==> src/rtl/err_monitor.sv <==
// Windowed error monitor for an approximate adder: compares O against the exact A+B
// and reports the sum, maximum and nonzero count of |O - (A+B)| over 2^WIN_LOG2 samples.
module err_monitor #(
  parameter int WIN_LOG2 = 10
) (
  input  logic                     clk,
  input  logic                     rst,
  input  logic                     in_valid,
  output logic                     in_ready,
  input  logic [15:0]              A,
  input  logic [15:0]              B,
  input  logic [16:0]              O,
  output logic                     out_valid,
  input  logic                     out_ready,
  output logic [17+WIN_LOG2-1:0]   err_sum,
  output logic [16:0]              err_max,
  output logic [WIN_LOG2:0]        err_cnt
);

  typedef enum logic [0:0] {
    ST_ACC = 1'b0,
    ST_RPT = 1'b1
  } state_t;

  state_t                   state_q, state_d;
  logic [WIN_LOG2-1:0]      cnt_q, cnt_d;
  logic                     full_q, full_d;
  logic                     in_ready_q, in_ready_d;
  logic                     out_valid_q, out_valid_d;
  logic                     s1_valid_q, s1_valid_d;
  logic                     s1_last_q, s1_last_d;
  logic [16:0]              s1_err_q, s1_err_d;
  logic [17+WIN_LOG2-1:0]   sum_q, sum_d;
  logic [16:0]              max_q, max_d;
  logic [WIN_LOG2:0]        ecnt_q, ecnt_d;

  logic                     accept_s;
  logic                     last_s;
  logic [16:0]              ref_s;
  logic [16:0]              abs_err_s;

  // Sample acceptance, exact reference and error magnitude (no wraparound when O < E).
  always_comb begin
    accept_s  = in_valid && in_ready_q;
    last_s    = accept_s && (cnt_q == {WIN_LOG2{1'b1}});
    ref_s     = {1'b0, A} + {1'b0, B};
    if (O >= ref_s) begin
      abs_err_s = O - ref_s;
    end else begin
      abs_err_s = ref_s - O;
    end
  end

  // Next-state: stage 1 capture, stage 2 accumulation, ACC/RPT control.
  always_comb begin
    state_d    = state_q;
    cnt_d      = cnt_q;
    full_d     = full_q;
    s1_valid_d = 1'b0;
    s1_last_d  = 1'b0;
    s1_err_d   = s1_err_q;
    sum_d      = sum_q;
    max_d      = max_q;
    ecnt_d     = ecnt_q;

    if (accept_s) begin
      cnt_d      = cnt_q + WIN_LOG2'(1);
      s1_valid_d = 1'b1;
      s1_last_d  = last_s;
      s1_err_d   = abs_err_s;
      full_d     = full_q | last_s;
    end else begin
      cnt_d      = cnt_q;
    end

    if (s1_valid_q) begin
      sum_d  = sum_q + (17+WIN_LOG2)'(s1_err_q);
      max_d  = (s1_err_q > max_q) ? s1_err_q : max_q;
      ecnt_d = ecnt_q + ((s1_err_q != 17'd0) ? (WIN_LOG2+1)'(1) : (WIN_LOG2+1)'(0));
    end else begin
      sum_d  = sum_q;
    end

    // The window closes on the same edge that folds in its last sample.
    case (state_q)
      ST_ACC: begin
        if (s1_valid_q && s1_last_q) begin
          state_d = ST_RPT;
        end else begin
          state_d = ST_ACC;
        end
      end
      ST_RPT: begin
        if (out_ready) begin
          state_d = ST_ACC;
          full_d  = 1'b0;
          cnt_d   = '0;
          sum_d   = '0;
          max_d   = 17'd0;
          ecnt_d  = '0;
        end else begin
          state_d = ST_RPT;
        end
      end
      default: begin
        state_d = ST_ACC;
      end
    endcase

    in_ready_d  = (state_d == ST_ACC) && !full_d;
    out_valid_d = (state_d == ST_RPT);
  end

  // State and datapath registers.
  always_ff @(posedge clk or posedge rst) begin
    if (rst) begin
      state_q     <= ST_ACC;
      cnt_q       <= '0;
      full_q      <= 1'b0;
      in_ready_q  <= 1'b1;
      out_valid_q <= 1'b0;
      s1_valid_q  <= 1'b0;
      s1_last_q   <= 1'b0;
      s1_err_q    <= 17'd0;
      sum_q       <= '0;
      max_q       <= 17'd0;
      ecnt_q      <= '0;
    end else begin
      state_q     <= state_d;
      cnt_q       <= cnt_d;
      full_q      <= full_d;
      in_ready_q  <= in_ready_d;
      out_valid_q <= out_valid_d;
      s1_valid_q  <= s1_valid_d;
      s1_last_q   <= s1_last_d;
      s1_err_q    <= s1_err_d;
      sum_q       <= sum_d;
      max_q       <= max_d;
      ecnt_q      <= ecnt_d;
    end
  end

  assign in_ready  = in_ready_q;
  assign out_valid = out_valid_q;
  assign err_sum   = sum_q;
  assign err_max   = max_q;
  assign err_cnt   = ecnt_q;

endmodule

==> config.mk <==
export PLATFORM = sky130hd
export DESIGN_NAME = err_monitor
export DESIGN_NICKNAME = d
export VERILOG_FILES = /design/src/rtl/err_monitor.sv
export SDC_FILE = /design/constraint.sdc
export NUM_CORES = 1
export LEC_CHECK = 0
export CAP_MARGIN = 40
export CORE_MARGIN = 5
export CORE_UTILIZATION = 40
export CTS_BUF_LIST = sky130_fd_sc_hd__clkbuf_8
export DETAILED_ROUTE_END_ITERATION = 8
export HOLD_SLACK_MARGIN = 0.15
export SYNTH_ARGS = -nofsm -noshare
export SYNTH_HDL_FRONTEND = slang
export SYNTH_SLANG_ARGS = --single-unit
export TNS_END_PERCENT = 10
==> constraint.sdc <==
create_clock -name clk -period 3.8 [get_ports clk]
set_input_delay 0.76 -clock clk [delete_from_list [all_inputs] [get_ports clk]]
set_output_delay 0.76 -clock clk [all_outputs]
set_load 0.05 [all_outputs]
==> metrics.txt <==
fmax 229.9 MHz; proportion of layout cells with a drive suffix above 1 18.48%; post-synthesis cell type with the largest combined area sky130_fd_sc_hd__dfrtp_1; maximum clock insertion buffer count 2; final wirelength 20,320 um; IO Pins 110; final period utilization 114.5%; final sum of negative setup slack -7.182 ns; Core ar. 18,580 um^2; data required time at the worst endpoint 4.05 ns; prevailing post-synth register cell sky130_fd_sc_hd__dfrtp_1; initial core utilization 40.32%; first-pass GRT wire length 33,730 um; power dissipated by switching net loads 3.700 mW; Worst-Margin Slew 0.6131 ns; drt drc 0; maximum number of pins on one net before global-route repair 54; final clock skew 0.01154 ns; number of buffers added by the clock tree synthesis step 9; max-slew violation total from the final report 0; mean instance size in the synthesized netlist 8.288 um^2; Setup Crit Path Kind in -> reg; number of cells on the worst reg-to-reg path 9; netlist area before placement 7492 um^2; CP startpoint kind input pin; fill count 1,787; clock network fraction of total power 9.1%; diode insertion count for antenna repair 0; share of flip-flops with an asynchronous set or reset after synthesis 100.0%; global placement routability congestion 0.9163; crit end category flip-flop; Peak supply drop 0.2847 mV; sequential element share of the synthesized area 29.07%; least setup slack across all paths after layout -0.5501 ns; portion of synthesized cell area occupied by the leading cell type 28.72%; height of the die 146.9 um; number of hold-slack violations in the final timing report 0; top cells by area, synth sky130_fd_sc_hd__dfrtp_1 29%, sky130_fd_sc_hd__ha_1 14%, sky130_fd_sc_hd__a21oi_1 5.2%; ANT nets after route 0; Power, Total 7.501 mW; cell count after placement 1,342; P_int 3.801 mW; Critical Path Slowest Stage Cell sky130_fd_sc_hd__clkdlybuf4s50_1; outcome complete, but fails checks; max capacitance violation total 0; number of buffers added on ports 109; die area 21,570 um^2; initial antenna violation count 0; static leakage 4.768 nW; violated checks setup timing; capture instance of the worst register-to-register path err_sum[16]; placed wire-length estimate 16,160 um; sequential cell area 2178 um^2; vias per cell 5.351; maximum fanout along the worst path 8; number of setup violations in the final report 16; Hold/Removal Path Class reg -> reg; gr ovfl total 0; startpoint of the most critical register-to-register path err_sum[0]; TritonCTS clock tree built; clock latency on the worst-skew pair 0.37 ns; non-filler instance count after layout 1,365; CP startpoint A[3]; number of levels the H-tree was split into 3; switching share of power 49.33%; ordered list of cells on the worst path clkdlybuf4s50_1, ha_1, a21oi_2, o21ai_2, a31o_2, o41a_1, a311o_1, a21oi_2, ha_1, a21o_1, a41oi_4, o21ai_1, buf_4, or3_4, and3_4, a211o_1; Post-Route Hold Slack 0.5316 ns; library cells used by synthesis 68; share of total power in combinational logic 67.8%; clk root buf sky130_fd_sc_hd__clkbuf_8; via total after detailed routing 7,304; Critical path destination s1_err_q[5]; Data arrival, critical path 4.60 ns; number of flip-flops and latches in the synthesized netlist 87; via count of the first global-routing pass 7,057; Area Growth Syn to Fin 36.46%; power per unit of standard cell area 733.7 nW/um^2; worst-case register-to-register setup slack 0.91 ns; count of yosys warnings during synthesis 0; Site Rows 50; TritonRoute pass-1 iters 5; time the final worst path needs with I/O delays and setup 4.350 ns; gr usage total 18.51%; overall die width 146.9 um; post-DR wirelength/cell 14.89 um; worst slew margin relative to its limit 58.07%; Gate Count Post-Synth 904; area used by multi-input combinational logic 5119 um^2; count of nets after finishing 1,269; Setup Slack @ Placement -1.475 ns; count of flip-flops with a built-in enable after synthesis 0; setup repair after global routing missed its margin yes; share of total power in sequential cells 23.1%; synthesized net count 1,047; CTS sink count 87; clock-pin slew on the worst setup and hold paths 0.08 ns; iteration-0 DRC count of the detailed router 431; Largest stage delay, worst path 0.40 ns
## final cells by class
type / instances / area share (%)
inverters: 66 / 2.435
clock buffers: 12 / 1.615
clock inverters: 4 / 0.4406
multi-input cells: 711 / 50.07
repair buffers: 251 / 21.27
well taps: 234 / 2.864
flip-flops and latches: 87 / 21.31
## placed cells by master, fill, tap and decap left out, drive strengths merged, types with 12 or more instances in the layout
cell	instances
clkbuf	12
o21ai	65
nand4	12
buf	145
xor2	28
mux2i	12
xnor2	20
ha	86
a21oi	78
nand2	62
nand3	46
inv	66
o211ai	13
nor2	83
a21o	32
and3	14
clkdlybuf4s50	97
a211oi	17
dfrtp	86
## power by group through the flow
stage | Sequential, mW | Combinational [mW] | Clock (mW)
6_report | 1.73 | 5.09 | 0.680
5_1_grt | 1.80 | 5.60 | 0.743
4_1_cts | 1.74 | 5.08 | 0.700
3_5_place_dp | 1.75 | 4.99 | 0
3_3_place_gp | 1.75 | 4.93 | 0
2_1_floorplan | 2.52 | 2.61 | 0
## cells by family (layout without fill, tap and decap cells)
logic type	after synthesis	count (layout)	synth area share (%)
AO/OA/AOI/OAI	284	284	24.53
XOR/XNOR	48	48	5.611
adder cells (fa/ha/maj)	90	90	15.43
buffers and inverters	106	333	5.845
flip-flops	87	87	29.07
multiplexers	12	12	1.603
AND/OR/NAND/NOR	277	277	17.90
## metrics by stage
stage / cell area [um^2] / utilization [%]
2_1_floorplan: 7522 / -
3_3_place_gp: 9757 / 52.51
3_5_place_dp: 9757 / 52.51
4_1_cts: 10170 / 54.75
5_1_grt: 10220 / 55.02
6_report: 10220 / 55.02
## worst max-delay path: cells and delay by family
kind,cells,cell delay (ns)
AOI/OAI and AO/OA,10,2.19
adders and majority gates,2,0.60
buffers and inverters,2,0.58
and+or+nand+nor,2,0.48
## state kept, by name, indices dropped and copies added, names as in the netlist
register,flops
err_sum,27
err_max,17
s1_err_q,17
err_cnt,11
cnt_q,10
full_q,1
in_ready,1
out_valid,1
s1_last_q,1
s1_valid_q,1
## timing repair
item,4_1_cts,5_1_grt
hold buffers,0,0
setup buffers,5,2
gates cloned,0,0
endpoints found under the setup margin,16,16
pin swaps,35,15
resized for setup,62,9
hold endpoints to repair,0,0
## cell usage after synthesis, types with 5 or more instances
| cell | count |
|---|---|
| sky130_fd_sc_hd__dfrtp_1 | 86 |
| sky130_fd_sc_hd__ha_1 | 86 |
| sky130_fd_sc_hd__nor2_1 | 83 |
| sky130_fd_sc_hd__a21oi_1 | 78 |
| sky130_fd_sc_hd__inv_1 | 65 |
| sky130_fd_sc_hd__o21ai_0 | 63 |
| sky130_fd_sc_hd__nand2_1 | 62 |
| sky130_fd_sc_hd__nand3_1 | 46 |
| sky130_fd_sc_hd__a21o_1 | 32 |
| sky130_fd_sc_hd__xor2_1 | 28 |
| sky130_fd_sc_hd__clkbuf_1 | 26 |
| sky130_fd_sc_hd__xnor2_1 | 20 |
| sky130_fd_sc_hd__a211oi_1 | 16 |
| sky130_fd_sc_hd__and3_1 | 14 |
| sky130_fd_sc_hd__o211ai_1 | 13 |
| sky130_fd_sc_hd__mux2i_1 | 12 |
| sky130_fd_sc_hd__nand4_1 | 12 |
| sky130_fd_sc_hd__a31oi_1 | 11 |
| sky130_fd_sc_hd__nor3_1 | 10 |
| sky130_fd_sc_hd__or4_1 | 10 |
| sky130_fd_sc_hd__o21a_1 | 9 |
| sky130_fd_sc_hd__or3_1 | 9 |
| sky130_fd_sc_hd__a221oi_1 | 6 |
| sky130_fd_sc_hd__and2_1 | 6 |
| sky130_fd_sc_hd__o31ai_1 | 6 |
| sky130_fd_sc_hd__a21boi_0 | 5 |
| sky130_fd_sc_hd__and4_1 | 5 |
| sky130_fd_sc_hd__buf_2 | 5 |
## worst min path at each step
stage | from | to | slack (ns) | cells after the start
6_report | cnt_q[9] | s1_last_q | 0.53 | 2
5_1_grt | cnt_q[9] | s1_last_q | 0.56 | 2
4_1_cts | cnt_q[9] | s1_last_q | 0.53 | 2
3_5_place_dp | full_q | full_q | 0.52 | 2
3_3_place_gp | full_q | full_q | 0.50 | 2
2_1_floorplan | full_q | full_q | 0.48 | 2
## metal layers
layer,vias to the layer above,part of all wire (%),GRT usage [%]
li1,3740,-,-
met2,154,48,31.92
met4,0,2.8,7.197
met1,3383,46,23.76
met5,-,0,0
met3,27,3.6,2.067
No activity file was read; power rests on OpenSTA's default activity.
